**config.mk**
```make
export PLATFORM = sky130hd
export DESIGN_NAME = multi_timer
export DESIGN_NICKNAME = d
export VERILOG_FILES = /design/src/rtl/multi_timer.sv
export SDC_FILE = /design/constraint.sdc
export NUM_CORES = 1
export LEC_CHECK = 0
export CAP_MARGIN = 15
export CORE_UTILIZATION = 47
export DETAILED_ROUTE_END_ITERATION = 7
export MAX_ROUTING_LAYER = met4
export PLACE_DENSITY = 0.67
export SLEW_MARGIN = 20
export SYNTH_ARGS = -nofsm -noshare
export SYNTH_HDL_FRONTEND = slang
export SYNTH_SLANG_ARGS = --single-unit
```
**constraint.sdc**
```tcl
create_clock -name clk -period 6 [get_ports clk]
set_clock_uncertainty 0.1 [all_clocks]
set_input_delay 0.6 -clock clk [delete_from_list [all_inputs] [get_ports clk]]
set_output_delay 0.6 -clock clk [all_outputs]
set_load 0.005 [all_outputs]
```
**src/rtl/multi_timer.sv**
```systemverilog
// multi_timer: NUM_CH independent tick timers sharing one ms prescaler.
// Each channel counts up or down, one-shot or auto-reload, and raises a
// sticky interrupt flag on expiry.
//
// Handshake/control semantics: start/stop/irq_ack/cfg_we are single-cycle
// level requests sampled on the rising clk edge; there is no back-pressure.
// Per channel, priority is reset > stop > start > tick.
module multi_timer #(
  parameter int NUM_CH         = 4,
  parameter int CNT_W          = 16,
  parameter int CLKS_PER_MS    = 50000,
  parameter int DEFAULT_PERIOD = 1000,
  localparam int SEL_W         = (NUM_CH > 1) ? $clog2(NUM_CH) : 1
) (
  input  logic                    clk,
  input  logic                    reset,
  input  logic                    tick_en,
  input  logic                    cfg_we,
  input  logic [SEL_W-1:0]        ch_sel,
  input  logic [CNT_W-1:0]        cfg_period,
  input  logic                    cfg_up,
  input  logic                    cfg_periodic,
  input  logic [NUM_CH-1:0]       start,
  input  logic [NUM_CH-1:0]       stop,
  input  logic [NUM_CH-1:0]       irq_ack,
  output logic [NUM_CH*CNT_W-1:0] count,
  output logic [NUM_CH-1:0]       running,
  output logic [NUM_CH-1:0]       expire,
  output logic [NUM_CH-1:0]       irq_pending,
  output logic                    irq
);

  localparam int PS_W = (CLKS_PER_MS > 1) ? $clog2(CLKS_PER_MS) : 1;

  typedef enum logic {
    ST_IDLE = 1'b0,
    ST_RUN  = 1'b1
  } state_e;

  logic [PS_W-1:0] presc_q;
  logic            tick;

  // Tick is asserted during the last prescaler cycle; channels act on that edge.
  assign tick = tick_en && (presc_q == PS_W'(CLKS_PER_MS - 1));

  // Shared prescaler: counts while enabled, wraps on tick, holds otherwise.
  always_ff @(posedge clk) begin
    if (reset) begin
      presc_q <= '0;
    end else if (tick_en) begin
      if (tick) begin
        presc_q <= '0;
      end else begin
        presc_q <= presc_q + PS_W'(1);
      end
    end
  end

  for (genvar i = 0; i < NUM_CH; i++) begin : g_ch
    state_e           state_q;
    logic [CNT_W-1:0] count_q;
    logic [CNT_W-1:0] period_q;
    logic [CNT_W-1:0] eff_p;
    logic [CNT_W-1:0] eff_p_m1;
    logic             up_q;
    logic             periodic_q;
    logic             expire_q;
    logic             pend_q;
    logic             pend_d;
    logic             cfg_hit;

    // A period of zero behaves as one so the channel expires on every tick.
    assign eff_p    = (period_q == '0) ? CNT_W'(1) : period_q;
    assign eff_p_m1 = eff_p - CNT_W'(1);
    // Out-of-range ch_sel values never match any channel index.
    assign cfg_hit  = cfg_we && (ch_sel == SEL_W'(i));

    // Configuration registers; a write never touches the running count.
    always_ff @(posedge clk) begin
      if (reset) begin
        period_q   <= CNT_W'(DEFAULT_PERIOD);
        up_q       <= 1'b1;
        periodic_q <= 1'b1;
      end else if (cfg_hit) begin
        period_q   <= cfg_period;
        up_q       <= cfg_up;
        periodic_q <= cfg_periodic;
      end
    end

    // Channel FSM with count and registered expiry pulse.
    always_ff @(posedge clk) begin
      if (reset) begin
        state_q  <= ST_IDLE;
        count_q  <= '0;
        expire_q <= 1'b0;
      end else begin
        expire_q <= 1'b0;
        if (stop[i]) begin
          // Stop wins over a coincident start and freezes the count.
          state_q <= ST_IDLE;
        end else if (start[i]) begin
          // Start or restart; any coincident tick is discarded.
          state_q <= ST_RUN;
          count_q <= up_q ? '0 : eff_p_m1;
        end else if ((state_q == ST_RUN) && tick) begin
          if (up_q) begin
            if (count_q >= eff_p_m1) begin
              expire_q <= 1'b1;
              if (periodic_q) begin
                count_q <= '0;
              end else begin
                count_q <= eff_p_m1;
                state_q <= ST_IDLE;
              end
            end else begin
              count_q <= count_q + CNT_W'(1);
            end
          end else begin
            if (count_q == '0) begin
              expire_q <= 1'b1;
              if (periodic_q) begin
                count_q <= eff_p_m1;
              end else begin
                count_q <= '0;
                state_q <= ST_IDLE;
              end
            end else begin
              count_q <= count_q - CNT_W'(1);
            end
          end
        end
      end
    end

    // Sticky flag: a visible expiry pulse sets it and beats a coincident ack.
    always_comb begin
      pend_d = pend_q;
      if (expire_q) begin
        pend_d = 1'b1;
      end else if (irq_ack[i]) begin
        pend_d = 1'b0;
      end
    end

    // Interrupt pending register.
    always_ff @(posedge clk) begin
      if (reset) begin
        pend_q <= 1'b0;
      end else begin
        pend_q <= pend_d;
      end
    end

    assign count[i*CNT_W +: CNT_W] = count_q;
    assign running[i]              = (state_q == ST_RUN);
    assign expire[i]               = expire_q;
    assign irq_pending[i]          = pend_q;
  end

  assign irq = |irq_pending;

endmodule

```
==> metrics.yaml <==
global_route:
  grt_pass1_vias: 11000
  grt_start_max_net_pins: 46
  grtUsageTotal_pct: 28.4
  grt_first_pass_wirelength_um: 59200
  grt_antenna_before_repair: 0
  overflow: 0
yosys:
  yosysTopAreaCell: "dfxtp_1"
  synth_seq_cells: 164
  synth_common_cells: "nand2_1 (244), dfxtp_1 (164), a21oi_1 (149)"
  avgSynthCellArea_um2: 7.41
  yosys_most_used_dff: "dfxtp_1"
  synth-edff-count: 0
  ys_warn_count: 0
  syn_inst: 1651
  yosysSeqAreaShare_pct: 26.8
  synth_nets: 1768
  synth.cell_area_um2: 12200
  synthMostInstantiatedCell: "nand2_1"
  synth-async-reset-ratio_pct: 0
  yosys.area.top_type_share_pct: 26.8
  synth_area_leaders: "dfxtp_1 (27%), ha_1 (8.3%), nand2_1 (7.5%)"
  synth_cell_types: 90
final_layout:
  final_util_pct: 54.8
  area_delta_synth_final_pct: 13.4
  fin_nets: 1794
  diodes: 0
  layout-drive-gt1-share_pct: 4.97
cts:
  clk_pin_slew_ps: 70
  numCtsBuffers: 17
  clk_path_buf_depth: 2
  cts_tree: "yes"
  cts-resized-gates: 0
  post-cts-setup-buffers: 0
  clkSinkCount: 164
  cts_root_buf: "clkbuf_16"
  holdBufCountCts: 0
  htree_levels: 4
  clk_latency_ps: 440
routing:
  vias: 12400
  highest_layer: "met4"
  met1_length_um: 17000
  wire_per_inst_um: 18.3
  route.met3.wl_um: 2250
  drt-total-wl_um: 36900
  ant_nets: 0
  viasPerCell: 6.15
  route.met2.wl_um: 17000
  drc: 0
  drtPass1Iterations: 6
  drt_iter0_markers: 1197
critical_path:
  critical_path_buf_inv_count: 0
  timing.rr.start: "g_ch[2].period_q[9]"
  startpoint_type: "flip-flop"
  required_ps: 6270
  crit_top_cell: "nor2_1"
  r2r_setup_slack_ps: 830
  rr_endpoint: "g_ch[2].count_q[2]"
  rr_worst_depth: 18
  crit_chain: "or4_1 > or3_1 > or3_1 > nor2_1 > nor2_1 > ha_1 > nand4b_1 > nor3_1 > xnor2_1 > ha_1 > o21ai_0 > nor2_1 > a211oi_1 > o21ai_1 > nor2_1 > a221o_1 > a21oi_1 > a21oi_1"
  worstSetupPathType: "flip-flop to flip-flop"
  cp.arrival_ps: 5440
  critical_path.max_fanout: 9
  crit_slowest_cell: "nor2_1"
  worstSetupEndpointType: "flip-flop"
  max_stage_delay_ps: 730
  path_delay_family: "simple AND/OR/NAND/NOR gates"
power:
  power_leakage_nw: 5.15
  p_per_area_nw_per_um2: 218
  peakVddDrop_mv: 0.137
  power_mw: 3.02
floorplan:
  die_y_um: 163
  dieWidth_um: 163
  start_util_pct: 48.3
  coreArea_um2: 25300
  die-area_um2: 26700
  io_pins: 113
  rows: 58
timing:
  period_needed_ps: 5170
  slew_headroom_pct: 37.3
  setup_viol: 0
  slew_viol_final: 0
  min_period_over_period_pct: 86.1
  worst_pin_slew_ps: 935
  hold_slack_ps: 379
  max_freq_mhz: 193
  finalSetupTns_ps: 0
  rsz0062_at_grt: "false"
  setup_slack_ps: 832
  finalHoldViolCount: 0
hold_path:
  min_to: "g_ch[0].period_q[1]"
  hp-start: "g_ch[0].period_q[1]"
  min_path_cells: 2
  hold_path.class: "flip-flop to flip-flop"
place:
  io_buffers: 112
  pre_cts_ws_ps: 923
  place.gp.congestion: 0.964
  place_hpwl_um: 26400
run:
  cap_violations: 0
status:
  outcome: "completed"
-- how the worst max path moves through the flow --
stage                              startpoint            endpoint  slack (ps)  depth (start not counted)
after detailed placement  g_ch[1].period_q[9]  g_ch[1].count_q[4]         920                         18
final                     g_ch[2].period_q[9]  g_ch[2].count_q[2]         830                         18
after floorplan           g_ch[1].period_q[9]  g_ch[1].count_q[3]        1530                         18
after global routing      g_ch[1].period_q[9]  g_ch[1].count_q[3]         330                         19
after global placement    g_ch[1].period_q[9]  g_ch[1].count_q[4]        1050                         18
after CTS                 g_ch[1].period_q[9]  g_ch[1].count_q[4]         880                         18
-- report_power, final --
group,switching (mW),total [mW],internal [mW]
sequential,0.0934,1.23,1.13
combinational,0.384,0.652,0.269
clock,0.467,1.14,0.674
-- per-stage QoR --
step,instance area (um^2),instances
final,13900,2019
after global routing,13900,2019
after CTS,13900,2019
after detailed placement,13300,1988
after global placement,13300,1988
after floorplan,12200,1651
-- state kept, by name, summed over array words and instances (netlist names) --
register / count
presc_q: 16
g_ch.period_q: 64
g_ch.count_q: 64
g_ch.periodic_q: 4
g_ch.pend_q: 4
g_ch.state_q: 4
g_ch.up_q: 4
g_ch.expire_q: 4
-- area by class of cell --
| cell class | count | area [um^2] |
|---|---|---|
| fill | 2450 | 11400 |
| multi-input combinational | 1340 | 8290 |
| sequential | 164 | 3280 |
| timing repair buffer | 120 | 1180 |
| clock buffer | 22 | 464 |
| tap | 330 | 413 |
| clock inverter | 9 | 129 |
| inverter | 34 | 128 |
-- cell families (layout without fill, tap and decap cells) --
| group | Yosys count | in the layout | synth area share (%) |
|---|---|---|---|
| fa+ha+maj | 81 | 81 | 8.28 |
| mux | 7 | 7 | 0.624 |
| compound gates | 426 | 426 | 22.1 |
| buf+inv | 147 | 185 | 5.64 |
| flops | 164 | 164 | 26.8 |
| xor+xnor | 101 | 101 | 7.23 |
| simple gates | 725 | 725 | 29.3 |
-- layer usage --
layer  vias up  track usage (%)
met3        48             2.69
met2       489             43.9
met1      5858             39.4
met5         -                -
li1       6019                -
met4         0             7.43
-- cell usage in the layout, fill, tap and decap left out, drive strengths merged, types with 10 or more instances in the layout --
| master | n |
|---|---|
| o211ai | 13 |
| and2 | 13 |
| or2 | 11 |
| a31oi | 10 |
| nor4 | 37 |
| a21oi | 151 |
| nand2b | 31 |
| xnor2 | 56 |
| o31ai | 10 |
| nand4 | 17 |
| xor2 | 45 |
| or4 | 13 |
| nor3 | 63 |
| a221o | 11 |
| or3 | 23 |
| nand3 | 74 |
| o221ai | 16 |
| and3 | 21 |
| clkdlybuf4s50 | 111 |
| dfxtp | 164 |
| inv | 34 |
| a221oi | 11 |
| o21ai | 107 |
| nand2 | 244 |
| a211oi | 22 |
| ha | 81 |
| nor2 | 141 |
| clkbuf | 22 |
| o22ai | 10 |
-- worst register-to-register path: cells and delay by family, from the launching register on --
kind	cells	cell delay, ps
compound gates	6	1230
simple gates	9	2600
flops	1	370
xor+xnor	1	260
fa+ha+maj	2	550
(Power assumes the default switching activity.)
